`src/rtl/dlx_fetch_stage.sv`:
```
// ============================================================================
// Module   : dlx_fetch_stage
// Purpose  : DLX instruction fetch with req/rdy memory handshake and IF/ID
//            register. Optional perf counters: define DLX_FETCH_PERF_EN.
// Revision : 1.0 - initial release
// ============================================================================
`default_nettype none

module dlx_fetch_stage #(
    parameter logic [31:0] RESET_PC  = 32'h0000_0000,
    parameter logic [31:0] NOP_INSTR = 32'h0000_0000
) (
    input  logic        clk,
    input  logic        reset,
    output logic        imem_req,
    output logic [31:0] imem_addr,
    input  logic        imem_rdy,
    input  logic [31:0] imem_rdata,
    input  logic        stall,
    input  logic        redirect,
    input  logic [31:0] redirect_pc,
    output logic [31:0] ifid_instr,
    output logic [31:0] ifid_pc4,
    output logic        ifid_valid,
    output logic [5:0]  Opcode,
    output logic [5:0]  funct,
    output logic [31:0] fetch_cnt,
    output logic [31:0] stall_cnt
);

    typedef enum logic [1:0] {
        ST_IDLE = 2'd0,
        ST_REQ  = 2'd1,
        ST_HOLD = 2'd2,
        ST_DROP = 2'd3
    } state_t;

    state_t      state_q, state_d;
    logic [31:0] pc_q, pc_d;
    logic [31:0] addr_q, addr_d;
    logic        req_q, req_d;
    logic [31:0] buf_q, buf_d;
    logic [31:0] ifid_instr_q, ifid_instr_d;
    logic [31:0] ifid_pc4_q, ifid_pc4_d;
    logic        ifid_valid_q, ifid_valid_d;
    logic [31:0] pc_plus4;

    assign pc_plus4 = pc_q + 32'd4;

    always_comb begin
        state_d      = state_q;
        pc_d         = pc_q;
        buf_d        = buf_q;
        ifid_instr_d = ifid_instr_q;
        ifid_pc4_d   = ifid_pc4_q;
        ifid_valid_d = ifid_valid_q;

        // Without stall, IF/ID becomes a bubble unless a word lands this cycle
        if (!stall) begin
            ifid_instr_d = NOP_INSTR;
            ifid_valid_d = 1'b0;
        end

        case (state_q)
            ST_IDLE: state_d = ST_REQ;
            ST_REQ: begin
                if (imem_rdy) begin
                    pc_d = pc_plus4;
                    if (stall) begin
                        buf_d   = imem_rdata;
                        state_d = ST_HOLD;
                    end else begin
                        ifid_instr_d = imem_rdata;
                        ifid_pc4_d   = pc_plus4;
                        ifid_valid_d = 1'b1;
                    end
                end
            end
            ST_HOLD: begin
                // pc already advanced past the buffered word, so it is its pc+4
                if (!stall) begin
                    ifid_instr_d = buf_q;
                    ifid_pc4_d   = pc_q;
                    ifid_valid_d = 1'b1;
                    state_d      = ST_REQ;
                end
            end
            ST_DROP: begin
                if (imem_rdy) state_d = ST_REQ;
            end
            default: state_d = ST_IDLE;
        endcase

        if (redirect) begin
            ifid_instr_d = NOP_INSTR;
            ifid_valid_d = 1'b0;
            pc_d         = redirect_pc;
            buf_d        = NOP_INSTR;
            if (state_q == ST_REQ) begin
                state_d = imem_rdy ? ST_REQ : ST_DROP;
            end else if (state_q == ST_HOLD) begin
                state_d = ST_REQ;
            end
        end
    end

    // An abandoned request keeps its address on the bus until it completes
    assign addr_d = (state_d == ST_DROP) ? addr_q : pc_d;
    assign req_d  = (state_d == ST_REQ) || (state_d == ST_DROP);

    always_ff @(posedge clk or posedge reset) begin
        if (reset) begin
            state_q      <= ST_IDLE;
            pc_q         <= RESET_PC;
            addr_q       <= RESET_PC;
            req_q        <= 1'b0;
            buf_q        <= NOP_INSTR;
            ifid_instr_q <= NOP_INSTR;
            ifid_pc4_q   <= 32'd0;
            ifid_valid_q <= 1'b0;
        end else begin
            state_q      <= state_d;
            pc_q         <= pc_d;
            addr_q       <= addr_d;
            req_q        <= req_d;
            buf_q        <= buf_d;
            ifid_instr_q <= ifid_instr_d;
            ifid_pc4_q   <= ifid_pc4_d;
            ifid_valid_q <= ifid_valid_d;
        end
    end

    assign imem_req   = req_q;
    assign imem_addr  = addr_q;
    assign ifid_instr = ifid_instr_q;
    assign ifid_pc4   = ifid_pc4_q;
    assign ifid_valid = ifid_valid_q;
    assign Opcode     = ifid_instr_q[31:26];
    assign funct      = ifid_instr_q[5:0];

`ifdef DLX_FETCH_PERF_EN
    logic [31:0] fetch_cnt_q, fetch_cnt_d;
    logic [31:0] stall_cnt_q, stall_cnt_d;

    // A valid word with stall low can only be a fresh IF/ID load
    always_comb begin
        fetch_cnt_d = fetch_cnt_q;
        stall_cnt_d = stall_cnt_q;
        if (ifid_valid_d && !stall) fetch_cnt_d = fetch_cnt_q + 32'd1;
        if (stall)                  stall_cnt_d = stall_cnt_q + 32'd1;
    end

    always_ff @(posedge clk or posedge reset) begin
        if (reset) begin
            fetch_cnt_q <= 32'd0;
            stall_cnt_q <= 32'd0;
        end else begin
            fetch_cnt_q <= fetch_cnt_d;
            stall_cnt_q <= stall_cnt_d;
        end
    end

    assign fetch_cnt = fetch_cnt_q;
    assign stall_cnt = stall_cnt_q;
`else
    assign fetch_cnt = 32'd0;
    assign stall_cnt = 32'd0;
`endif

endmodule

`default_nettype wire

```
`config.mk`:
```
export PLATFORM = sky130hd
export DESIGN_NAME = dlx_fetch_stage
export DESIGN_NICKNAME = d
export VERILOG_FILES = /design/src/rtl/dlx_fetch_stage.sv
export SDC_FILE = /design/constraint.sdc
export NUM_CORES = 1
export LEC_CHECK = 0
export ABC_AREA = 1
export CORE_UTILIZATION = 53
export DETAILED_ROUTE_END_ITERATION = 8
export PLACE_DENSITY = 0.86
export SYNTH_ARGS = -nofsm -noshare
export SYNTH_HDL_FRONTEND = slang
export SYNTH_SLANG_ARGS = --single-unit
export TNS_END_PERCENT = 30
```
`constraint.sdc`:
```
create_clock -name clk -period 13.95 [get_ports clk]
set_clock_uncertainty 0.15 [all_clocks]
set_input_delay 1.395 -clock clk [delete_from_list [all_inputs] [get_ports clk]]
set_output_delay 1.395 -clock clk [all_outputs]
set_load 0.03 [all_outputs]
```
==> run metrics, run 1 <==
status finished, final reports clean; Pins Over Slew Limit 0; DRT antenna net count 0; drt pass-1 iters 5; Rel. slew slack 0.2096; Cell Area, Synth 9224 µm²; detailed placement HPWL 16.67 mm; Clock Latency Late Sink 0.44 ns; CTS hold repair buffers 0; RSZ-0062 raised after global routing no; Int Pwr 1.307 mW; Max Buffers Root-to-Sink 2; FF+latch area 4079 µm²; multi-input logic area 4105 µm²; Yosys warning count 0; TritonCTS clock tree done; Synth-to-Final Area Change 22.23%; Num CTS Buffers 17; synthesis-stage register bit count 163; WL final 25.26 mm; initial antenna violation count 0; final setup fails 0; CP max FO 83; # DRC 0; IO Pins 243; Nets 1372; share of cells above drive strength 1 0.08168; CTS Sinks 163; Max-cap violations 0; post-synthesis sequential area ratio 0.4422; drt first-iter violations 1019; die width 133.9 µm; Final Hold Viols 0; vias in the first global route 7902; Final Wtd Congestion 0.8975; Vias/cell 5.542; Hold Worst Slack 0.3318 ns; post_cts resized 0; Flop pwr share 0.309; worst min path class reg -> reg; Core Area 16760 µm²; crit path kind in -> reg; largest net degree at the start of global routing 114; WP data required 14.17 ns; die area 17930 µm²; H-tree depth 4; global-route wire length before repair 40.17 mm; IO Port Bufs 178; Clk pwr share 0.191; Netlist cell types 37; row count 47; Final TNS setup 0 ns; Peak VDD IR 0.0001253 V; Worst Path Arrival 4.06 ns; post-route clock period utilization 0.2753; die height 133.9 µm; Gate Count Post-Synth 1172; Setup crit end kind flip-flop; All-Layer GR Usage 0.2859; Pwr per Cell Area 215.5 nW/µm²; Period minus WS final 3.840 ns; sw frac 0.4621; Fmax achieved 260.4 MHz; root buffer cell clkbuf_16; P_leak 5.195 nW; Filler Cells Inserted 1349; Worst-path clk slew 0.06 ns; starting density of the core 0.5504; CP Launch Type primary input; sw power 1.123 mW; Congestion Overflow GR 0; n_diodes 0; routed len/inst 16.51 µm; Slew @ Worst Pin 1.184 ns; Comb pwr share 0.499; Post-CTS Setup Inserts 0; syn avg cell area 7.870 µm²; vias 8479
[metal layers]
metal	global-route usage	up-vias	wire, µm
met4	0.1124	0	751
met3	0.06349	51	2520
li1	-	3935	-
met2	0.4277	464	11240
met1	0.4037	4029	10740
met5	0	-	0
[cells in the mapped netlist]
cell | number | area share
nand2_1 | 313 | 0.13
dfrtp_1 | 163 | 0.44
o21ai_0 | 100 | 0.054
inv_1 | 99 | 0.040
buf_4 | 80 | 0.065
a21oi_1 | 73 | 0.040
nor2_1 | 50 | 0.020
nand3_1 | 48 | 0.026
clkbuf_1 | 34 | 0.014
a221oi_1 | 32 | 0.030
o22ai_1 | 32 | 0.022
nand2_2 | 21 | 0.014
buf_2 | 15 | 0.0081
o21ai_1 | 14 | 0.0076
buf_1 | 10 | 0.0041
nor2_4 | 10 | 0.012
o211ai_1 | 10 | 0.0081
or2_2 | 8 | 0.0054
xor2_1 | 8 | 0.0076
ha_1 | 6 | 0.0081
nor2_2 | 6 | 0.0041
a21boi_1 | 5 | 0.0041
inv_2 | 5 | 0.0020
xnor2_1 | 5 | 0.0047
xor2_2 | 5 | 0.0088
buf_6 | 4 | 0.0049
and2_1 | 3 | 0.0020
nand2_4 | 3 | 0.0037
a21boi_0 | 2 | 0.0016
a211oi_1 | 1 | 0.00081
conb_1 | 1 | 0.00041
inv_4 | 1 | 0.00068
nand3_2 | 1 | 0.0011
nand4_1 | 1 | 0.00068
nor2_8 | 1 | 0.0022
nor3_1 | 1 | 0.00054
o21ai_2 | 1 | 0.00095
[critical path, stage by stage]
cell and delay, ns:
buf_2 0.08, buf_4 0.70, inv_1 0.60, o21ai_2 0.33, nand2_4 0.28, inv_4 0.42
nand2_1 0.11, nand2_1 0.08
[final cells by class]
type | instances | share of cell area
clock inverter | 14 | 0.01265
tap | 220 | 0.02441
clock buffer | 18 | 0.03895
multi-input combinational | 824 | 0.3641
timing repair buffer | 186 | 0.1625
sequential | 163 | 0.3618
inverter | 105 | 0.03562
[stage by stage]
stage	util	instances	area [µm²]	worst slack (ns)	power (mW)
2_1_floorplan	-	1235	9460	8.000	1.557
3_3_place_gp	0.6380	1498	10690	9.865	1.925
3_5_place_dp	0.6380	1498	10690	9.769	1.953
4_1_cts	0.6727	1530	11270	10.23	2.425
5_1_grt	0.6727	1530	11270	9.998	2.566
6_report	0.6727	1530	11270	10.11	2.430
[flip-flops by register name, summed over array words and instances (netlist names)]
signal and count:
buf_q 32, ifid_instr 32, ifid_pc4 32, ifid_valid 1
imem_addr 32, pc_q 32, state_q 2
[power by group through the flow]
stage | Combinational (mW) | Clock (mW) | Sequential (mW)
after floorplan | 0.599 | 0 | 0.957
after global placement | 1.17 | 0 | 0.754
after detailed placement | 1.20 | 0 | 0.752
after CTS | 1.21 | 0.468 | 0.748
after global routing | 1.31 | 0.488 | 0.767
final | 1.21 | 0.465 | 0.752
[layout by cell type (no fill, tap or decap), types with 48 or more instances in the layout]
cell type,instances
a21oi_1,73
nand2_1,313
o21ai_0,100
dfrtp_1,163
conb_1,64
nand3_1,48
clkdlybuf4s50_1,176
inv_1,97
nor2_1,50
[kinds of logic after synthesis]
group                      share of synthesized area
buffers and inverters                         0.1390
AOI/OAI and AO/OA                             0.1692
other                                      0.0004066
adders and majority gates                   0.008139
and+or+nand+nor                               0.2199
DFF                                           0.4422
xor gates and xnor gates                     0.02116
[final timing paths]
check / startpoint / end / slack [ns] / cells after the start
max: redirect / imem_addr[25]$_DFFE_PP0P_ / 10.11 / 8
min: imem_addr[20]$_DFFE_PP0P_ / imem_addr[20]$_DFFE_PP0P_ / 0.33 / 2
max reg2reg: state_q[0]$_DFF_PP0_ / ifid_pc4[27]$_DFFE_PP0P_ / 10.51 / 8
min reg2reg: imem_addr[20]$_DFFE_PP0P_ / imem_addr[20]$_DFFE_PP0P_ / 0.33 / 2
max in group asynchronous: reset / buf_q[1]$_DFFE_PP0P_ / 10.91 / 3
min in group asynchronous: reset / ifid_instr[5]$_DFF_PP0_ / 1.39 / 2
Power figures use the tool's default switching activity.
==> inputs of run 2 (changes only) <==
Settings changed: CORE_UTILIZATION 53 to 50, PLACE_DENSITY 0.86 to 0.82.
Clock period 13.95 ns to 3.64 ns, I/O delays scaled along.
==> run metrics, run 2 (synthesis results as in run 1) <==
CTS Sinks 163; WL final 25.31 mm; DRT antenna net count 0; worst min path class in -> reg; IO Pins 243; Num CTS Buffers 17; Fmax achieved 374.7 MHz; commonest cells after routing, fill and taps aside nand2_1, clkdlybuf4s50_1, dfrtp_1, o21ai_0, inv_1; CP peak stage delay 0.44 ns; die area 18990 µm²; IO Port Bufs 178; CP max FO 33; detailed placement HPWL 17.22 mm; Final Hold Viols 0; largest net degree at the start of global routing 66; crit path kind reg -> reg; CTS hold repair buffers 0; post-route clock period utilization 0.7332; fin cells 1551; share of cells above drive strength 1 0.08939; initial antenna violation count 2; row count 49; Max Buffers Root-to-Sink 2; Congestion Overflow GR 0; Pwr per Cell Area 825.1 nW/µm²; drt pass-1 iters 5; root buffer cell clkbuf_16; Final Wtd Congestion 0.9189; Pins Over Slew Limit 0; P_leak 5.266 nW; Met1 Wirelength 10.75 mm; starting density of the core 0.5117; crit path max-delay cell type dfrtp_1; Clock Latency Late Sink 0.44 ns; die height 137.8 µm; RSZ-0062 raised after global routing no; die width 137.8 µm; Top Metal Used met4; global-route wire length before repair 40.31 mm; crit-path most repeated cell nand2_1; post_cts resized 0; CP Launch Type flip-flop; Post-CTS Setup Inserts 0; Rel. slew slack 0.2469; critical path cell sequence inv_1, ha_1, buf_4, inv_2, nand2_1, a21oi_1, o211ai_1, o21ai_2, nand2_4, inv_4, nand2_1, nand2_1; Setup crit end kind flip-flop; Synth-to-Final Area Change 23.67%; vias 8521; Period minus WS final 2.669 ns; Max-cap violations 0; drt first-iter violations 821; status finished, final reports clean; # DRC 0; Worst-path clk slew 0.07 ns; Slew @ Worst Pin 1.130 ns; routed wl met3 2.149 mm; WP data required 3.86 ns; vias in the first global route 7999; routed len/inst 16.32 µm; Nets 1382; met2 WL 11.44 mm; Core Area 18020 µm²; Peak VDD IR 0.0005494 V; placed cell count 1517; Vias/cell 5.494; final setup fails 0; H-tree depth 4; TritonCTS clock tree done; Worst Path Arrival 2.89 ns; All-Layer GR Usage 0.2763; commonest non-fill, non-tap cell in the layout nand2_1; Final TNS setup 0 ns
==> run 2: cell types whose count changed in the layout (fill, tap and decap cells not counted), moves of 2 or more <==
| cell | change |
|---|---|
| clkinv_4 | +3 |
| buf_4 | +8 |
| diode_2 | +2 |
| inv_6 | -4 |
| buf_12 | +2 |
==> run 2: critical path: cells and delay by family, from the launching register on <==
family / cells / cell delay [ns]
AND/OR/NAND/NOR: 4 / 0.57
flip-flops: 1 / 0.44
AO/OA/AOI/OAI: 3 / 0.40
adder cells (fa/ha/maj): 1 / 0.21
buffers and inverters: 4 / 0.84
==> run 2: area by class of cell <==
type / instances / area [µm²]
fill: 1521 / 6618
multi-input combinational: 824 / 4105
sequential: 163 / 4079
timing repair buffer: 196 / 1932
clock buffer: 17 / 425.4
inverter: 105 / 400.4
tap: 229 / 286.5
clock inverter: 15 / 173.9
antenna: 2 / 5.005
==> run 2: where the power goes <==
group          switching (mW)  internal, mW  total [mW]
clock network           0.824          1.03        1.86
registers               0.470          2.40        2.87
logic                    3.03          1.65        4.68
total                    4.33          5.09        9.41
==> run 2: path summary, 6_finish.rpt <==
check	start	endpoint	slack, ns	cells after the start
max in group asynchronous	reset	ifid_instr[14]$_DFF_PP0_	2.17	3
min	stall	state_q[1]$_DFF_PP0_	0.28	5
min reg2reg	imem_addr[8]$_DFFE_PP0P_	imem_addr[8]$_DFFE_PP0P_	0.33	2
min in group asynchronous	reset	buf_q[0]$_DFFE_PP0P_	0.35	2
max	state_q[1]$_DFF_PP0_	imem_addr[23]$_DFFE_PP0P_	0.97	12
max reg2reg	state_q[1]$_DFF_PP0_	imem_addr[23]$_DFFE_PP0P_	0.97	12
==> run 2: per-stage QoR <==
step,area (µm²),util,setup WS (ns),power (mW),hold WS (ns)
2_1_floorplan,9464,-,1.055,5.966,0.3372
3_3_place_gp,10800,0.5993,1.185,7.383,0.3049
3_5_place_dp,10800,0.5993,1.025,7.521,0.3154
4_1_cts,11400,0.6326,0.9860,9.401,0.2675
5_1_grt,11410,0.6329,0.7730,9.968,0.3363
6_report,11410,0.6329,0.9710,9.412,0.2824
==> run 2: routing by layer <==
metal	vias to the layer above	GRT usage
li1	3955	-
met1	4003	0.3803
met2	492	0.4107
met3	71	0.05519
met4	0	0.1443
met5	-	0
